[src/rtl/valid_ack_fifo_bridge.sv]
// Valid/ack to valid/ack bridge with a DEPTH-entry FIFO, a fill-level counter
// and a sticky consumer-ack timeout flag. Single clock domain.
module valid_ack_fifo_bridge #(
    parameter int DATA_W  = 8,
    parameter int DEPTH   = 4,
    parameter int TIMEOUT = 16
) (
    input  logic                         clk,
    input  logic                         rstn,
    input  logic                         in_valid,
    input  logic [DATA_W-1:0]            in_data,
    output logic                         in_ack,
    output logic                         out_valid,
    output logic [DATA_W-1:0]            out_data,
    input  logic                         out_ack,
    output logic [$clog2(DEPTH+1)-1:0]   level,
    output logic                         timeout_err,
    input  logic                         clr_err
);

    localparam int PW = $clog2(DEPTH);
    localparam int LW = $clog2(DEPTH + 1);
    localparam int CW = (TIMEOUT > 1) ? $clog2(TIMEOUT) : 1;

    localparam logic [LW-1:0] FULL_LVL = LW'(DEPTH);
    localparam logic [CW-1:0] CNT_MAX  = CW'((TIMEOUT > 0) ? TIMEOUT - 1 : 0);
    localparam logic [CW-1:0] CNT_HIT  = CW'((TIMEOUT > 1) ? TIMEOUT - 2 : 0);

    localparam logic       RX_IDLE = 1'b0;
    localparam logic       RX_ACK  = 1'b1;
    localparam logic [1:0] TX_IDLE = 2'd0;
    localparam logic [1:0] TX_WAIT = 2'd1;
    localparam logic [1:0] TX_REL  = 2'd2;

    logic [DATA_W-1:0] r_mem [DEPTH];
    logic [PW-1:0]     r_wptr;
    logic [PW-1:0]     r_rptr;
    logic [LW-1:0]     r_level;
    logic              r_rx_state;
    logic [1:0]        r_tx_state;
    logic              r_in_ack;
    logic              r_out_valid;
    logic [DATA_W-1:0] r_out_data;
    logic [CW-1:0]     r_cnt;
    logic              r_err;

    logic w_push;
    logic w_pop;
    logic w_load;
    logic w_to_set;

    // Acceptance looks only at the registered level, so a slot freed by a pop
    // becomes usable on the following edge.
    assign w_push   = (r_rx_state == RX_IDLE) && in_valid && (r_level != FULL_LVL);
    assign w_pop    = (r_tx_state == TX_WAIT) && out_ack;
    assign w_load   = (r_tx_state == TX_IDLE) && (r_level != '0);
    assign w_to_set = (TIMEOUT != 0) && (r_tx_state == TX_WAIT) && !out_ack &&
                      ((TIMEOUT == 1) || (r_cnt == CNT_HIT));

    assign in_ack      = r_in_ack;
    assign out_valid   = r_out_valid;
    assign out_data    = r_out_data;
    assign level       = r_level;
    assign timeout_err = r_err;

    always_ff @(posedge clk) begin
        if (w_push) begin
            r_mem[r_wptr] <= in_data;
        end
    end

    always_ff @(posedge clk or negedge rstn) begin
        if (!rstn) begin
            r_rx_state <= RX_IDLE;
            r_in_ack   <= 1'b0;
            r_wptr     <= '0;
        end else begin
            case (r_rx_state)
                RX_IDLE: begin
                    if (w_push) begin
                        r_in_ack   <= 1'b1;
                        r_wptr     <= r_wptr + PW'(1);
                        r_rx_state <= RX_ACK;
                    end
                end
                RX_ACK: begin
                    if (!in_valid) begin
                        r_in_ack   <= 1'b0;
                        r_rx_state <= RX_IDLE;
                    end
                end
                default: begin
                    r_in_ack   <= 1'b0;
                    r_rx_state <= RX_IDLE;
                end
            endcase
        end
    end

    // The presented word stays counted in level until the consumer acks it.
    always_ff @(posedge clk or negedge rstn) begin
        if (!rstn) begin
            r_tx_state  <= TX_IDLE;
            r_out_valid <= 1'b0;
            r_out_data  <= '0;
            r_rptr      <= '0;
            r_cnt       <= '0;
        end else begin
            case (r_tx_state)
                TX_IDLE: begin
                    if (w_load) begin
                        r_out_data  <= r_mem[r_rptr];
                        r_out_valid <= 1'b1;
                        r_cnt       <= '0;
                        r_tx_state  <= TX_WAIT;
                    end
                end
                TX_WAIT: begin
                    if (out_ack) begin
                        r_out_valid <= 1'b0;
                        r_rptr      <= r_rptr + PW'(1);
                        r_tx_state  <= TX_REL;
                    end else if (r_cnt != CNT_MAX) begin
                        r_cnt <= r_cnt + CW'(1);
                    end
                end
                TX_REL: begin
                    if (!out_ack) begin
                        r_tx_state <= TX_IDLE;
                    end
                end
                default: begin
                    r_out_valid <= 1'b0;
                    r_tx_state  <= TX_IDLE;
                end
            endcase
        end
    end

    always_ff @(posedge clk or negedge rstn) begin
        if (!rstn) begin
            r_level <= '0;
        end else begin
            case ({w_push, w_pop})
                2'b10:   r_level <= r_level + LW'(1);
                2'b01:   r_level <= r_level - LW'(1);
                default: r_level <= r_level;
            endcase
        end
    end

    // A set on the same edge as a clear takes priority.
    always_ff @(posedge clk or negedge rstn) begin
        if (!rstn) begin
            r_err <= 1'b0;
        end else if (w_to_set) begin
            r_err <= 1'b1;
        end else if (clr_err) begin
            r_err <= 1'b0;
        end
    end

endmodule
[config.mk]
export PLATFORM = sky130hd
export DESIGN_NAME = valid_ack_fifo_bridge
export DESIGN_NICKNAME = d
export VERILOG_FILES = /design/src/rtl/valid_ack_fifo_bridge.sv
export SDC_FILE = /design/constraint.sdc
export NUM_CORES = 1
export LEC_CHECK = 0
export ABC_AREA = 1
export BUFFER_PORTS_ARGS = -buffer_cell sky130_fd_sc_hd__buf_2
export CAP_MARGIN = 0
export CORE_ASPECT_RATIO = 0.75
export CORE_UTILIZATION = 45
export DETAILED_ROUTE_END_ITERATION = 10
export GPL_TIMING_DRIVEN = 0
export SETUP_SLACK_MARGIN = 0.4
export SYNTH_ARGS = -nofsm -noshare
export SYNTH_HDL_FRONTEND = slang
export SYNTH_SLANG_ARGS = --single-unit
[constraint.sdc]
create_clock -name clk -period 4.66 [get_ports clk]
set_input_delay 0.932 -clock clk [delete_from_list [all_inputs] [get_ports clk]]
set_output_delay 0.932 -clock clk [all_outputs]
set_load 0.01 [all_outputs]
==> metrics.cfg <==
[sta]
report.final.slew_viol_count=0
fin_crit_sh_pct=42.0
finalSetupViolCount=0
max_freq_mhz=511
worst_pin_slew_ns=0.775
hold_viol_final=0
slew_headroom_pct=48.2
fin_crit_ns=1.96
rsz0062_at_grt=no
skew_ns=0.00581
final.setup.tns_ns=0

[setup_path]
cp-end-kind=register
crit_required_ns=4.91
crit_path_end=level[2]
r2r_setup_slack_ns=2.75
cp-startpoint=in_valid
critPathArrivalTime_ns=2.21
r2r_start=level[0]
r2r-end=level[2]
critPathKind=input port to register
worst_r2r_path_depth=10
cp-start-kind=input port
path_max_fanout=10

[synth]
yosys_register_bits=57
ys_seq_area_share_pct=62.8
yosys.cell_types.count=22
yosysWarnings=0
synth_top_flop_cell=edfxtp_1
syn_inst=258
synth_nets=279
syn_area_um2=2530
syn_avg_cell_area_um2=9.79
synthArstFlopShare_pct=43.9
synth_edf_count=32

[floorplanning]
rows=23
die_area_um2=5920
start_util_pct=46.9
core_area_um2=5380
die_h_um=66.9
die_width_um=88.5
num_io_pins=27

[clock_tree]
numCtsBuffers=9
cts_tree=done
ctsHoldBuffers=0
root_buffer=clkbuf_8
clkTransAtPathRegs_ns=0.06
cts_resized=0
clock_latency_ns=0.33
post_cts_buffers=0
clkSinkCount=57
ctsHtreeMaxLevel=3
cts_max_path_buffers=2

[flow_run]
maxCapViolations=0

[min_path]
hp-class=register to register

[status]
status=complete, no violations

[power]
power_leakage_nw=1.43
p_per_area_nw_per_um2=664
irDropWorstVdd_mv=0.262
power_frac_comb_pct=36.0
p_int_mw=1.26
switching_share_pct=36.3
power.net_switching_mw=0.718
sequentialPowerShare_pct=38.4
p_clk_share_pct=25.6

[global_routing]
grt.overflow.total=0
busiest_layer=met2
met2_usage_pct=24.5
grt_pass1_wl_mm=7.22
gr-usage-met1_pct=24.2
grt_max_degree=26
grtUsageMet3_pct=7.19
antenna_found_initial=0
grt_pass1_vias=1492
grtUsageTotal_pct=17.5

[place]
gp_congestion=0.704
dp_hpwl_mm=3.06
post-place-cells=359
placed_area_um2=2750
port_buffers=26

[cells_and_area]
drive_gt1_share_pct=18.7
stdcell_area_um2=2980
fin_cells=375
synthToLayoutAreaGrowth_pct=17.9
layout.nets=316
n_antenna_cell=0

[detailed_routing]
routed_wl_mm=4.46
drt_iter0_drc=73
dr.pass1.iters=4
wl_per_cell_um=11.9
remaining_drc_errors=0
vias_per_cell=4.46
drtAntennaViolNets=0
vias=1674

[area by class of cell]
| cell class | count | area, um^2 |
|---|---|---|
| Clock inverter | 1 | 30.0 |
| Tap cell | 75 | 93.8 |
| Sequential cell | 57 | 1590 |
| Clock buffer | 15 | 198 |
| Inverter | 32 | 120 |
| Buffer | 4 | 35.0 |
| Multi-Input combinational cell | 165 | 785 |
| Fill cell | 509 | 2400 |
| Timing Repair Buffer | 26 | 130 |
[cell usage after synthesis (2+ instances only)]
cell      count  area share (%)
xnor2_1       2            0.69
a21oi_1       2            0.40
nand2_1      75              11
edfxtp_1     32              38
inv_1        28             4.2
nand3_1       5            0.99
nor2_2        4            0.99
ha_1          7             3.5
o21ai_0       6             1.2
o21ai_1       6             1.2
xor2_1        4             1.4
nor2_1       49             7.3
dfrtp_1      25              25
buf_6         2            0.89
inv_2         4            0.59
[placed cells by master (no fill, tap or decap)]
| cell type | netlist | layout |
|---|---|---|
| xnor2_1 | 2 | 2 |
| buf_6 | 2 | 2 |
| nand2_4 | 1 | 1 |
| edfxtp_1 | 32 | 32 |
| nor2_4 | 1 | 1 |
| clkbuf_1 | 0 | 2 |
| inv_2 | 4 | 4 |
| xor2_1 | 4 | 4 |
| buf_4 | 1 | 1 |
| buf_2 | 1 | 27 |
| nand2_1 | 75 | 75 |
| ha_1 | 7 | 7 |
| dfrtp_1 | 25 | 25 |
| o21ai_0 | 6 | 6 |
| bufinv_16 | 0 | 1 |
| clkbuf_16 | 0 | 1 |
| o21ai_1 | 6 | 6 |
| fa_1 | 1 | 1 |
| nand2_2 | 1 | 1 |
| nand3_1 | 5 | 5 |
| nor2_2 | 4 | 4 |
| nand3_2 | 1 | 1 |
| inv_1 | 28 | 28 |
| nor2_1 | 49 | 49 |
| a21oi_1 | 2 | 2 |
| clkbuf_8 | 0 | 12 |
[routing by layer]
metal | share of wire [%] | vias to the layer above
met5 | 0 | -
met4 | 1.3 | 0
met3 | 5.0 | 6
met2 | 43 | 34
met1 | 50 | 756
li1 | - | 878
[per-stage QoR]
| step | setup slack (ns) | hold WS, ns | total power, mW | util (%) |
|---|---|---|---|---|
| floorplan | 2.60 | 0.445 | 1.28 | - |
| global placement | 2.30 | 0.459 | 1.48 | 51.1 |
| detailed placement | 2.32 | 0.462 | 1.50 | 51.1 |
| CTS | 2.67 | 0.479 | 2.01 | 55.3 |
| global route | 2.57 | 0.500 | 2.15 | 55.3 |
| finish | 2.70 | 0.472 | 1.98 | 55.3 |
[critical path: stages]
cell and delay (ns):
buf_2 0.12, nand3_2 0.17, ha_1 0.18, inv_1 0.06, fa_1 0.37, nor2_1 0.11
nor2_1 0.04, nand2_1 0.07, xor2_1 0.14
[cell families after synthesis]
kind of cell,after synthesis,synth area share [%]
simple gates,137,21.9
flops,57,62.8
buf+inv,36,6.14
compound gates,14,2.77
fa+ha+maj,8,4.26
xor+xnor,6,2.08
[sequential cells by signal, summed over array words and instances, names as in the netlist]
signal       count
out_valid        1
r_tx_state       2
out_data         8
r_mem           32
r_rptr           2
r_cnt            4
r_rx_state       1
level            3
in_ack           1
r_wptr           2
timeout_err      1
[power by group through the flow]
stage / clock network [mW] / registers (mW) / logic [mW]
2_1_floorplan: 0 / 0.783 / 0.499
3_3_place_gp: 0 / 0.770 / 0.711
3_5_place_dp: 0 / 0.771 / 0.725
4_1_cts: 0.518 / 0.763 / 0.727
5_1_grt: 0.546 / 0.776 / 0.829
6_report: 0.507 / 0.760 / 0.711
[how the worst min path moves through the flow]
stage                 from          end  slack, ns  depth (start not counted)
2_1_floorplan   r_rx_state   r_rx_state       0.44                          2
3_3_place_gp   out_data[5]  out_data[5]       0.46                          2
3_5_place_dp   out_data[5]  out_data[5]       0.46                          2
4_1_cts        out_data[5]  out_data[5]       0.48                          2
5_1_grt        out_data[5]  out_data[5]       0.50                          2
6_report       out_data[5]  out_data[5]       0.47                          2
Power figures use the tool's default switching activity.
